## src/rtl/dump_readout_arbiter_if.sv

```systemverilog
// Channel-side dump requests, accumulator read mux and 16-bit valid/ready readout stream.
// master modport belongs to the arbiter; slave modport belongs to the surrounding logic.
interface dump_readout_arbiter_if #(
   parameter int NUM_CH = 12,
   parameter int CH_W   = 4
);
   logic [NUM_CH-1:0] dump;
   logic [CH_W-1:0]   sel_ch;
   logic [2:0]        sel_word;
   logic [15:0]       acc_word;
   logic [15:0]       out_data;
   logic [CH_W-1:0]   out_ch;
   logic              out_last;
   logic              out_valid;
   logic              out_ready;
   logic [NUM_CH-1:0] pending;
   logic [NUM_CH-1:0] overrun;
   logic [NUM_CH-1:0] overrun_clr;

   modport master (
      input  dump, acc_word, out_ready, overrun_clr,
      output sel_ch, sel_word, out_data, out_ch, out_last, out_valid, pending, overrun
   );

   modport slave (
      output dump, acc_word, out_ready, overrun_clr,
      input  sel_ch, sel_word, out_data, out_ch, out_last, out_valid, pending, overrun
   );
endinterface

```

## src/rtl/dump_readout_arbiter.sv

```systemverilog
// Round-robin readout of per-channel correlator dumps as 6-word records (2 cycles/word, stalls on out_ready).
// Defining DUMP_HEADER_EN prefixes each record with a header word carrying channel and overrun flag.
module dump_readout_arbiter #(
   parameter int NUM_CH = 12,
   parameter int CH_W   = 4
) (
   input logic                    clk,
   input logic                    rst,
   dump_readout_arbiter_if.master bus
);
   typedef enum logic [1:0] {
      IDLE  = 2'd0,
      FETCH = 2'd1,
      SEND  = 2'd2
`ifdef DUMP_HEADER_EN
      , HDR = 2'd3
`endif
   } state_t;

   state_t            state_q;
   logic [CH_W-1:0]   sel_ch_q;
   logic [2:0]        sel_word_q;
   logic [CH_W-1:0]   last_grant_q;
   logic [15:0]       out_data_q;
   logic [CH_W-1:0]   out_ch_q;
   logic              out_last_q;
   logic              out_valid_q;
   logic [NUM_CH-1:0] pending_q;
   logic [NUM_CH-1:0] pending_d;
   logic [NUM_CH-1:0] overrun_q;
   logic [NUM_CH-1:0] overrun_d;

   logic              gnt_found;
   logic [CH_W-1:0]   gnt_idx;
   logic [NUM_CH-1:0] gnt_mask;
   logic [NUM_CH-1:0] active_mask;

   // Search starts one past the last grant so every pending channel is served within NUM_CH grants.
   always_comb begin : rr_search
      int              cand;
      logic [CH_W-1:0] cand_idx;
      cand      = 0;
      cand_idx  = '0;
      gnt_found = 1'b0;
      gnt_idx   = '0;
      for (int i = 1; i <= NUM_CH; i++) begin
         cand     = (int'(last_grant_q) + i) % NUM_CH;
         cand_idx = CH_W'(cand);
         if (!gnt_found && pending_q[cand_idx]) begin
            gnt_found = 1'b1;
            gnt_idx   = cand_idx;
         end
      end
   end

   always_comb begin
      gnt_mask    = (state_q == IDLE && gnt_found) ? (NUM_CH'(1) << gnt_idx) : '0;
      active_mask = (state_q != IDLE) ? (NUM_CH'(1) << sel_ch_q) : '0;
      pending_d   = (pending_q | bus.dump) & ~gnt_mask;
      overrun_d   = (overrun_q & ~bus.overrun_clr) | (bus.dump & (pending_q | active_mask));
   end

   always_ff @(posedge clk or posedge rst) begin
      if (rst) begin
         state_q      <= IDLE;
         sel_ch_q     <= '0;
         sel_word_q   <= 3'd0;
         last_grant_q <= CH_W'(NUM_CH - 1);
         out_data_q   <= 16'h0000;
         out_ch_q     <= '0;
         out_last_q   <= 1'b0;
         out_valid_q  <= 1'b0;
         pending_q    <= '0;
         overrun_q    <= '0;
      end else begin
         pending_q <= pending_d;
         overrun_q <= overrun_d;
         case (state_q)
            IDLE: begin
               if (gnt_found) begin
                  sel_ch_q     <= gnt_idx;
                  sel_word_q   <= 3'd0;
                  last_grant_q <= gnt_idx;
`ifdef DUMP_HEADER_EN
                  out_data_q   <= {8'hA5, 3'b000, overrun_d[gnt_idx], 4'(gnt_idx)};
                  out_ch_q     <= gnt_idx;
                  out_last_q   <= 1'b0;
                  out_valid_q  <= 1'b1;
                  state_q      <= HDR;
`else
                  state_q      <= FETCH;
`endif
               end
            end
            // acc_word has had the whole FETCH cycle to settle after the select change.
            FETCH: begin
               out_data_q  <= bus.acc_word;
               out_ch_q    <= sel_ch_q;
               out_last_q  <= (sel_word_q == 3'd5);
               out_valid_q <= 1'b1;
               state_q     <= SEND;
            end
            SEND: begin
               if (bus.out_ready) begin
                  out_valid_q <= 1'b0;
                  if (sel_word_q == 3'd5) begin
                     state_q <= IDLE;
                  end else begin
                     sel_word_q <= sel_word_q + 3'd1;
                     state_q    <= FETCH;
                  end
               end
            end
`ifdef DUMP_HEADER_EN
            HDR: begin
               if (bus.out_ready) begin
                  out_valid_q <= 1'b0;
                  sel_word_q  <= 3'd0;
                  state_q     <= FETCH;
               end
            end
`endif
            default: state_q <= IDLE;
         endcase
      end
   end

   assign bus.sel_ch    = sel_ch_q;
   assign bus.sel_word  = sel_word_q;
   assign bus.out_data  = out_data_q;
   assign bus.out_ch    = out_ch_q;
   assign bus.out_last  = out_last_q;
   assign bus.out_valid = out_valid_q;
   assign bus.pending   = pending_q;
   assign bus.overrun   = overrun_q;
endmodule

```

## src/flat_wrapper.sv

```systemverilog
// flat-port wrapper written by rule: the top's interface ports become plain ports
module dump_readout_arbiter_flat 
#(
   parameter int NUM_CH = 12,
   parameter int CH_W   = 4
)
  (clk, rst, bus_dump, bus_acc_word, bus_out_ready, bus_overrun_clr, bus_sel_ch, bus_sel_word, bus_out_data, bus_out_ch, bus_out_last, bus_out_valid, bus_pending, bus_overrun);
  dump_readout_arbiter_if #(.NUM_CH(NUM_CH), .CH_W(CH_W)) bus_i ();
  input logic clk;
  input logic rst;
  input wire logic [$bits(bus_i.dump)-1:0] bus_dump;
  input wire logic [$bits(bus_i.acc_word)-1:0] bus_acc_word;
  input wire logic [$bits(bus_i.out_ready)-1:0] bus_out_ready;
  input wire logic [$bits(bus_i.overrun_clr)-1:0] bus_overrun_clr;
  output wire logic [$bits(bus_i.sel_ch)-1:0] bus_sel_ch;
  output wire logic [$bits(bus_i.sel_word)-1:0] bus_sel_word;
  output wire logic [$bits(bus_i.out_data)-1:0] bus_out_data;
  output wire logic [$bits(bus_i.out_ch)-1:0] bus_out_ch;
  output wire logic [$bits(bus_i.out_last)-1:0] bus_out_last;
  output wire logic [$bits(bus_i.out_valid)-1:0] bus_out_valid;
  output wire logic [$bits(bus_i.pending)-1:0] bus_pending;
  output wire logic [$bits(bus_i.overrun)-1:0] bus_overrun;
  assign bus_i.dump = bus_dump;
  assign bus_i.acc_word = bus_acc_word;
  assign bus_i.out_ready = bus_out_ready;
  assign bus_i.overrun_clr = bus_overrun_clr;
  assign bus_sel_ch = bus_i.sel_ch;
  assign bus_sel_word = bus_i.sel_word;
  assign bus_out_data = bus_i.out_data;
  assign bus_out_ch = bus_i.out_ch;
  assign bus_out_last = bus_i.out_last;
  assign bus_out_valid = bus_i.out_valid;
  assign bus_pending = bus_i.pending;
  assign bus_overrun = bus_i.overrun;
  dump_readout_arbiter #(.NUM_CH(NUM_CH), .CH_W(CH_W)) u_core (.clk(clk), .rst(rst), .bus(bus_i));
endmodule
```

## config.mk

```make
export PLATFORM = sky130hd
export DESIGN_NAME = dump_readout_arbiter_flat
export DESIGN_NICKNAME = d
export VERILOG_FILES = /design/src/rtl/dump_readout_arbiter_if.sv /design/src/rtl/dump_readout_arbiter.sv /design/src/flat_wrapper.sv
export SDC_FILE = /design/constraint.sdc
export NUM_CORES = 1
export LEC_CHECK = 0
export ABC_AREA = 1
export CAP_MARGIN = 25
export CORE_ASPECT_RATIO = 0.9
export CORE_UTILIZATION = 58
export DETAILED_ROUTE_END_ITERATION = 6
export PLACE_DENSITY = 0.87
export SKIP_LAST_GASP = 1
export SYNTH_ARGS = -nofsm -noshare
export SYNTH_HDL_FRONTEND = slang
export SYNTH_SLANG_ARGS = --single-unit
```

## constraint.sdc

```tcl
create_clock -name clk -period 5.8 [get_ports clk]
set_clock_uncertainty 0.05 [all_clocks]
set_input_delay 1.45 -clock clk [delete_from_list [all_inputs] [get_ports clk]]
set_output_delay 1.45 -clock clk [all_outputs]
set_load 0.03 [all_outputs]
```

After elaboration in Yosys (flattened, before gate mapping)
Cells that the tools add are included.

storage, ports and cells
  register bits after elaboration = 59
  output and inout port bits = 53

operators by class
  add/sub/neg operators = 13
  div/mod/pow operators = 12
  magnitude comparators = 12
  equality and inequality tests = 6
  shift operators = 2
  muxes and demuxes = 60
  bitwise operators = 8
  reduce and logical (&&, ||, !) cells = 31

operators with widths
  cell                   number
  $mod 32x5->32 const B  12
  $lt 4x5->1 const B     12
  $bmux 1 s4             12
  $mux 4                 12
  $and 12x12->12         3
  $or 12x12->12          3
  $mux 1                 26
  $add 4x4->5 const B    5
  $mux 12                2
  $not 12->12            2
  $shl 1x4->12 const A   2
  $add 4x3->5 const B    4
  $logic_and 1x1->1      12
  $logic_not 1->1        11
  $add 4x2->5 const B    2
  $mux 3                 3
  $pmux 2 s3             1
  $pmux 3 s2             1
  $reduce_and 2->1       3
  $reduce_bool 2->1      3
  $add 4x1->5 const B    1
  $mux 2                 2
  $ne 2x2->1 const B     2
  $reduce_and 4->1       1
  other kinds (7)        7

Depth between registers and ports, before layout
Gate-level depths: netlist (run 1).

  depth in word-level cells = 42
  mapped depth = 32

Worst setup path before layout (run 1)
Ideal clock, no wire load.

  path kind = register to register
  start point = reg u_core.last_grant_q[1]
  end point = reg u_core.pending_q[3] (netlist: u_core.bus.pending[3])
  arrival = 3555 ps
  setup slack = 2068 ps
  stages on the path, launching flop included = 29
  period minus slack after synthesis = 3732 ps
  cells stage by stage = dfstp_2 inv_1 buf_2 ha_1 nand2_1 nand2_2 o21ai_0 inv_1 ha_1 inv_1 nand3_1 nand2_1 ha_1 inv_1 nand2_1 inv_1 or2_1 nand2_1 nand3_1 nand2_1 nand4_4 nor2_8 nand4_4 nor2_4 nor2_1 nor2_4 nand2_2 nor2_4 a21oi_1

between the ends
  longest elaborated chain between the ends = 42

RTL lines
  what                                                      line                        source
  start, declared                                           dump_readout_arbiter.sv:23  logic [CH_W-1:0] last_grant_q;
  start signal, assigned                                    dump_readout_arbiter.sv:68  last_grant_q <= CH_W'(NUM_CH - 1);
  start signal, assigned                                    dump_readout_arbiter.sv:83  last_grant_q <= gnt_idx;
  $add 4x1->5                                               dump_readout_arbiter.sv:47  cand = (int'(last_grant_q) + i) % NUM_CH;
  $mod 32x5->32                                             dump_readout_arbiter.sv:47
  $bmux 1 s4                                                dump_readout_arbiter.sv:49  if (!gnt_found && pending_q[cand_idx]) begin
  $mux 1 (implied by the code)                              dump_readout_arbiter.sv:49
  $mux 1                                                    dump_readout_arbiter.sv:49
  $logic_not 1->1                                           dump_readout_arbiter.sv:49
  $logic_and 1x1->1                                         dump_readout_arbiter.sv:49
  $mux 1                                                    dump_readout_arbiter.sv:49
  [27 not listed]                                           --
  $logic_not 1->1                                           dump_readout_arbiter.sv:49
  $logic_and 1x1->1                                         dump_readout_arbiter.sv:49
  $mux 4 / $mux 1 (equally long branches)                   dump_readout_arbiter.sv:49
  $shl 1x4->12 / $logic_and 1x1->1 (equally long branches)  dump_readout_arbiter.sv:57  gnt_mask = (state_q == IDLE && gnt_found) ? (NUM_CH'(1) << gnt_idx) : '0;
  $mux 12 (*)                                               dump_readout_arbiter.sv:57
  $not 12->12 (*)                                           dump_readout_arbiter.sv:59  pending_d = (pending_q | bus.dump) & ~gnt_mask;
  $and 12x12->12 (*)                                        dump_readout_arbiter.sv:59
  named net u_core.pending_d[3]                             dump_readout_arbiter.sv:29  logic [NUM_CH-1:0] pending_d;
  end signal, assigned                                      dump_readout_arbiter.sv:76  pending_q <= pending_d;
  end, declared                                             dump_readout_arbiter.sv:28  logic [NUM_CH-1:0] pending_q;

Mark *: on every way through the listed nets, which the timed path passes. The rest lies on a longest branch. The select of a mux whose other input is x is not followed.
A chain may end at the register's enable or synchronous reset.

Worst setup path in the final report (run 1)
  start point = reg u_core.last_grant_q[2]
  end point = reg u_core.pending_q[0] (netlist: u_core.bus.pending[0])

Same word-level chain as after synthesis.

==> results of run 1 <==
cell type report:
type / count / area share
Clock buffer: 10 / 0.0215
Multi-Input combinational cell: 578 / 0.493
Tap cell: 119 / 0.0233
Sequential cell: 58 / 0.227
Timing Repair Buffer: 97 / 0.151
Inverter: 122 / 0.0727
Clock inverter: 6 / 0.0104
sequential cells by signal, summed over array words and instances (netlist names):
name,count
u_core.bus.out_data,16
u_core.bus.overrun,12
u_core.bus.pending,12
u_core.bus.out_ch,4
u_core.last_grant_q,4
u_core.bus.sel_ch,3
u_core.bus.sel_word,3
u_core.state_q,2
u_core.bus.out_last,1
u_core.bus.out_valid,1
per-layer routing:
layer  share of wire  GRT usage
met5               0          0
met4           0.017     0.0809
met3           0.087     0.0831
met2            0.46      0.533
met1            0.44      0.447
critical path: cells and delay by family, from the launching register on:
| kind | cells | cell delay (ns) |
|---|---|---|
| compound gates | 3 | 0.80 |
| buf+inv | 4 | 0.42 |
| simple gates | 15 | 1.69 |
| fa+ha+maj | 3 | 0.78 |
| flops | 1 | 0.95 |
layout by cell type, fill, tap and decap left out, drive strengths merged:
master	instances
nand2	260
inv	120
clkdlybuf4s50	95
nor2	75
nand3	68
o21ai	58
dfrtp	55
ha	36
a21oi	19
nand4	13
o22ai	12
clkbuf	10
xor2	7
nand3b	5
nor3	4
o21bai	4
clkinv	4
or2	4
o211ai	3
a31oi	3
clkinvlp	3
dfstp	3
nor3b	2
buf	2
xnor2	1
a21boi	1
a21o	1
o31ai	1
o21a	1
bufinv	1
cell usage after synthesis, types with 2 or more instances:
| cell | instances |
|---|---|
| sky130_fd_sc_hd__inv_2 | 13 |
| sky130_fd_sc_hd__nand4_1 | 10 |
| sky130_fd_sc_hd__buf_4 | 3 |
| sky130_fd_sc_hd__xor2_1 | 7 |
| sky130_fd_sc_hd__o21bai_1 | 3 |
| sky130_fd_sc_hd__clkbuf_1 | 4 |
| sky130_fd_sc_hd__dfstp_2 | 3 |
| sky130_fd_sc_hd__inv_4 | 3 |
| sky130_fd_sc_hd__nand3b_1 | 4 |
| sky130_fd_sc_hd__or2_1 | 2 |
| sky130_fd_sc_hd__clkinv_1 | 2 |
| sky130_fd_sc_hd__inv_1 | 104 |
| sky130_fd_sc_hd__a31oi_1 | 3 |
| sky130_fd_sc_hd__nand3_1 | 58 |
| sky130_fd_sc_hd__nand2_2 | 18 |
| sky130_fd_sc_hd__nor2_4 | 5 |
| sky130_fd_sc_hd__dfrtp_1 | 55 |
| sky130_fd_sc_hd__nor2_1 | 61 |
| sky130_fd_sc_hd__o22ai_1 | 12 |
| sky130_fd_sc_hd__nand3_4 | 2 |
| sky130_fd_sc_hd__o21ai_2 | 3 |
| sky130_fd_sc_hd__nor2_2 | 7 |
| sky130_fd_sc_hd__nor3b_1 | 2 |
| sky130_fd_sc_hd__nand2_1 | 241 |
| sky130_fd_sc_hd__ha_1 | 36 |
| sky130_fd_sc_hd__o21ai_0 | 20 |
| sky130_fd_sc_hd__nor3_1 | 4 |
| sky130_fd_sc_hd__nor2_8 | 2 |
| sky130_fd_sc_hd__o211ai_1 | 3 |
| sky130_fd_sc_hd__nand4_4 | 2 |
| sky130_fd_sc_hd__o21ai_1 | 34 |
| sky130_fd_sc_hd__buf_6 | 5 |
| sky130_fd_sc_hd__nand3_2 | 8 |
| sky130_fd_sc_hd__buf_2 | 3 |
| sky130_fd_sc_hd__a21oi_1 | 19 |
final timing paths:
check / startpoint / endpoint / depth (start not counted)
worst min-delay path: u_core.bus.out_data[11] / u_core.bus.out_data[11] / 2
worst max register to register: u_core.last_grant_q[2] / u_core.bus.pending[0] / 25
min in group asynchronous: rst / u_core.bus.overrun[6] / 3
max in group asynchronous: rst / u_core.bus.overrun[0] / 3
worst max-delay path: u_core.last_grant_q[2] / u_core.bus.pending[0] / 25
worst min register to register: u_core.bus.out_data[11] / u_core.bus.out_data[11] / 2
per-stage QoR:
step | utilization | hold slack [ns] | worst slack (ns) | instances
final | 0.744 | 0.424 | 1.00 | 990
after global routing | 0.744 | 0.451 | 0.681 | 990
after CTS | 0.744 | 0.425 | 1.17 | 990
after detailed placement | 0.720 | 0.411 | 1.21 | 974
after global placement | 0.719 | 0.404 | 1.24 | 973
after floorplan | - | 0.532 | 2.07 | 773
kinds of logic (layout without fill, tap and decap cells):
| family | Yosys count | count (layout) | share of synthesized area |
|---|---|---|---|
| buffers and inverters | 137 | 235 | 0.111 |
| AND/OR/NAND/NOR | 431 | 431 | 0.391 |
| flip-flops | 58 | 58 | 0.281 |
| adder cells (fa/ha/maj) | 36 | 36 | 0.0868 |
| XOR/XNOR | 8 | 8 | 0.0171 |
| AO/OA/AOI/OAI | 103 | 103 | 0.113 |
==> summary.log, run 1 <==
qor: timing.maxClockFrequency 0.208 GHz
qor: synth.synth_top_cells_by_area sky130_fd_sc_hd__dfrtp_1, sky130_fd_sc_hd__nand2_1, sky130_fd_sc_hd__ha_1, sky130_fd_sc_hd__inv_1, sky130_fd_sc_hd__nand3_1
qor: synth.syn_nets 852
qor: critical_path.crit_top_cell sky130_fd_sc_hd__nand3_1
qor: die.top_level_ports 96
qor: placed_design.gp_routability_congestion 1.01
qor: die.dieWidth 102 µm
qor: critical_path.crit_required 5.99 ns
qor: timing.hold_violations 0
qor: final_layout.antennaDiodeCount 0
qor: critical_path.timing.critical_path.slowest_stage_cell sky130_fd_sc_hd__dfrtp_1
qor: routing.dr.pass1.iters 5
qor: critical_path.timing.critical_path.slowest_cell_delay 0.95 ns
qor: clock_tree.clk-insertion-delay-late 0.34 ns
qor: die.die_area 0.00933 mm²
qor: timing.post_layout_min_period 4.80 ns
qor: grt.gr-usage-all-layers 0.332
qor: die.initial_utilization 0.603
qor: critical_path.critPathKind flop to flop
qor: placed_design.portBuffers 95
qor: clock_tree.numCtsBuffers 9
qor: placed_design.hpwl 11700 µm
qor: synth.netlist_instances 773
qor: timing.finalSetupViolations 0
qor: clock_tree.cts_max_level 3
qor: grt.grt_pass1_wl 24100 µm
qor: grt.largest_net_degree_at_the_start_of_global_routing 59
qor: clock_tree.clkSlewWorstSetupHoldPaths 0.07 ns
qor: synth.synth_top_area_share 0.265
qor: final_layout.multi_input_area 0.00316 mm²
qor: final_layout.seqCellArea 0.00146 mm²
qor: clock_tree.post_cts_resized 0
qor: synth.synth_seq_cells 58
qor: critical_path.critPathArrivalTime 4.98 ns
qor: routing.wl_per_cell 15.1 µm
qor: clock_tree.numClockSinks 58
qor: synth.synth_top_cell_by_area sky130_fd_sc_hd__dfrtp_1
qor: final_layout.design_area 0.00640 mm²
qor: timing.rsz_0062_raised_after_global_routing no
qor: final_layout.post_route_cells_drive_above_1_share 0.106
qor: critical_path.rrSetupSlack 1.00 ns
qor: run_status.outcome completed
qor: timing.final_worst_path_cycle_share 0.827
qor: critical_path.critical_path.max_fanout 16
qor: synth.ys_types 47
qor: synth.postSynthAreaPerCell 6.71 µm²
qor: routing.ant_nets 0
qor: synth.postSynth.asyncResetShare 1.00
qor: timing.setup_total_negative_slack 0 ns
qor: placed_design.detailed_place.area 0.00620 mm²
qor: grt.initial_antenna_violation_count 0
qor: routing.detail_route.wirelength 15000 µm
qor: clock_tree.postCtsSetupRepairBufs 0
qor: final_layout.area_delta_synth_final 23.4%
qor: clock_tree.post_cts_hold_buffer_count 0
qor: timing.worst_slew_margin_rel 0.386
qor: synth.synth_warnings 0
qor: routing.avgViaCountPerCell 5.45
qor: clock_tree.cts_max_path_buffers 2
qor: die.core_region_area 0.00861 mm²
qor: routing.route.vias.total 5395
qor: final_layout.fillerInstances 685
qor: synth.synth_enable_flop_cells 0
qor: timing.worst-slew-pin-transition 0.921 ns
qor: critical_path.critical_path.endpoint_type flop
qor: job.max_cap_violations 0
qor: final_layout.design.final.nets 945
qor: synth.synth-seq-area-share 0.281
qor: synth.synthFlopType sky130_fd_sc_hd__dfrtp_1
qor: grt.global_route.overflow_total 0
qor: synth.mappedNetlistArea 0.00519 mm²
qor: die.row_count 32
qor: die.dieHeight 91.7 µm
qor: grt.via_count_of_the_first_global_routing_pass 5137
qor: clock_tree.cts.root.buffer_cell sky130_fd_sc_hd__clkbuf_8
qor: routing.post-route-drc-count 0
qor: critical_path.timing.critical_path.from_type flop
qor: clock_tree.cts_tree yes
qor: routing.dr.first_iter.drc_count 444
qor: timing.maxSlewViolCount 0
qor: hold_path.holdCritPathClass flop to flop
Power of run 1 is left out: the tool's default activity adds up to more than one toggle a clock period on the data nets, which glitch-free logic cannot reach.
==> run 2: changes to the inputs <==
Settings changed: CORE_UTILIZATION 58 to 49, PLACE_DENSITY 0.87 to 0.79.
Clock period 5.8 ns to 4.2 ns, I/O delays scaled along.
==> run 2 against run 1 <==
  * Setup slack got worse by 0.83 ns
  * Via count fell by 2.7%
  * Worst hold slack got worse by 0.0020 ns
  * Flip-flop and latch count did not move
==> summary.log, run 2 (synthesis results as in run 1) <==
qor: timing.worst-slew-pin-transition 0.945 ns
qor: placed_design.number_of_cells_after_detailed_placement 997
qor: die.dieWidth 110 µm
qor: run_status.outcome completed
qor: clock_tree.numCtsBuffers 9
qor: timing.rsz_0062_raised_after_global_routing yes
qor: final_layout.area_delta_synth_final 29.9%
qor: placed_design.hpwl 10900 µm
qor: final_layout.mostFrequentLayoutCells sky130_fd_sc_hd__nand2_1, sky130_fd_sc_hd__inv_1, sky130_fd_sc_hd__clkdlybuf4s50_1, sky130_fd_sc_hd__nand3_1
qor: job.max_cap_violations 0
qor: clock_tree.numClockSinks 58
qor: hold_path.holdCritPathClass flop to flop
qor: timing.maxSlewViolCount 0
qor: hold_path.hold_end u_core.bus.out_data[13]
qor: placed_design.portBuffers 95
qor: clock_tree.cts_max_path_buffers 2
qor: die.dieHeight 99.6 µm
qor: timing.hold_violations 0
qor: clock_tree.cts_tree yes
qor: hold_path.number_of_cells_on_the_worst_hold_path 2
qor: final_layout.post_route_cells_drive_above_1_share 0.150
qor: critical_path.timing.critical_path.from_type flop
qor: routing.route.vias.total 5249
qor: placed_design.detailed_place.area 0.00630 mm²
qor: critical_path.critical_path.startpoint u_core.last_grant_q[1]
qor: routing.dr.pass1.iters 5
qor: routing.ant_nets 0
qor: critical_path.critical_path.reg2reg.endpoint u_core.bus.pending[6]
qor: die.row_count 35
qor: hold_path.min_from u_core.bus.out_data[13]
qor: critical_path.critPathArrivalTime 4.18 ns
qor: grt.global_route.overflow_total 0
qor: grt.gr-usage-all-layers 0.259
qor: final_layout.design_area 0.00674 mm²
qor: grt.via_count_of_the_first_global_routing_pass 4818
qor: critical_path.timing.critical_path.slowest_stage_cell sky130_fd_sc_hd__dfstp_2
qor: critical_path.r2r_cells 28
qor: routing.wl_per_cell 13.8 µm
qor: critical_path.critical_path.max_fanout 14
qor: critical_path.reg2reg_from u_core.last_grant_q[1]
qor: critical_path.cpLargestDelayFamily simple AND/OR/NAND/NOR gates
qor: critical_path.critical_path.endpoint_type flop
qor: final_layout.instances_no_fill 1021
qor: clock_tree.post_cts_hold_buffer_count 0
qor: routing.post-route-drc-count 0
qor: timing.finalSetupViolations 0
qor: routing.detail_route.wirelength 14100 µm
qor: critical_path.worst-path-buf-inv 5
qor: die.top_level_ports 96
qor: grt.initial_antenna_violation_count 0
qor: grt.grt_pass1_wl 23200 µm
qor: final_layout.antennaDiodeCount 0
qor: final_layout.design.final.nets 966
qor: timing.final_worst_path_cycle_share 0.958
qor: die.core_region_area 0.0102 mm²
qor: clock_tree.cts.root.buffer_cell sky130_fd_sc_hd__clkbuf_16
qor: final_layout.layout.cells.most_common sky130_fd_sc_hd__nand2_1
qor: critical_path.critPathKind flop to flop
qor: critical_path.crit_required 4.36 ns
qor: die.die_area 0.0110 mm²
qor: timing.worst_slew_margin_rel 0.369
qor: critical_path.crit_top_cell sky130_fd_sc_hd__nand2_2
qor: timing.post_layout_min_period 4.03 ns
qor: placed_design.gp_routability_congestion 0.955
qor: critical_path.timing.critical_path.slowest_cell_delay 0.53 ns
qor: clock_tree.clkSlewWorstSetupHoldPaths 0.05 ns
qor: timing.holdWs 0.422 ns
qor: clock_tree.cts_max_level 3
qor: die.initial_utilization 0.506
qor: clock_tree.clk-insertion-delay-late 0.32 ns
qor: critical_path.rrSetupSlack 0.17 ns
qor: routing.avgViaCountPerCell 5.14
qor: grt.largest_net_degree_at_the_start_of_global_routing 46
qor: routing.dr.first_iter.drc_count 438
qor: timing.maxClockFrequency 0.248 GHz
qor: final_layout.largest_register_ffs 16
run 2: changes by cell type in the layout (fill, tap and decap cells not counted), moves of 4 or more:
cell / previous run / this run
sky130_fd_sc_hd__nor2_2: 7 / 12
sky130_fd_sc_hd__clkbuf_8: 10 / 2
sky130_fd_sc_hd__buf_4: 1 / 22
sky130_fd_sc_hd__nand2_1: 241 / 235
sky130_fd_sc_hd__nand2_2: 18 / 22
sky130_fd_sc_hd__clkbuf_16: 0 / 9
sky130_fd_sc_hd__nor2_1: 61 / 54
run 2: final cells by class:
type	instances	area, µm²
multi-input cells	578	3250
fillers	883	3510
well taps	129	161
repair buffers	118	1130
inverters	122	465
clock inverters	2	12.5
flip-flops and latches	58	1460
clock buffers	14	264
run 2: per-layer routing:
metal | vias up | part of all wire | global-route usage
li1 | 2695 | - | -
met1 | 2355 | 0.45 | 0.364
met2 | 183 | 0.46 | 0.415
met3 | 16 | 0.080 | 0.0488
met4 | 0 | 0.011 | 0.0574
met5 | - | 0 | 0
run 2: what timing repair did:
item,in CTS,in global routing
gates resized for setup,0,32
setup buffers,0,8
setup endpoints to repair,0,22
run 2: worst max path at each step:
stage | to | cells after the start
global route | u_core.bus.pending[6] | 28
global placement | u_core.bus.pending[1] | 27
floorplan | u_core.bus.pending[3] | 28
detailed placement | u_core.bus.pending[1] | 29
finish | u_core.bus.pending[6] | 28
CTS | u_core.bus.pending[1] | 29
run 2: through the flow:
step	TNS, ns	utilization	setup WS [ns]
floorplan	0	-	0.468
finish	0	0.657	0.174
global placement	0	0.615	0.220
CTS	0	0.642	0.144
global route	-0.112	0.657	-0.0463
detailed placement	0	0.615	0.161
run 2: worst reg2reg max path: cells and delay by family (launching register included):
kind          cells  cell delay, ns
simple gates     21            2.44
flops             1            0.53
buf+inv           5            0.46
fa+ha+maj         2            0.42
Power of run 2 is left out for the same reason.
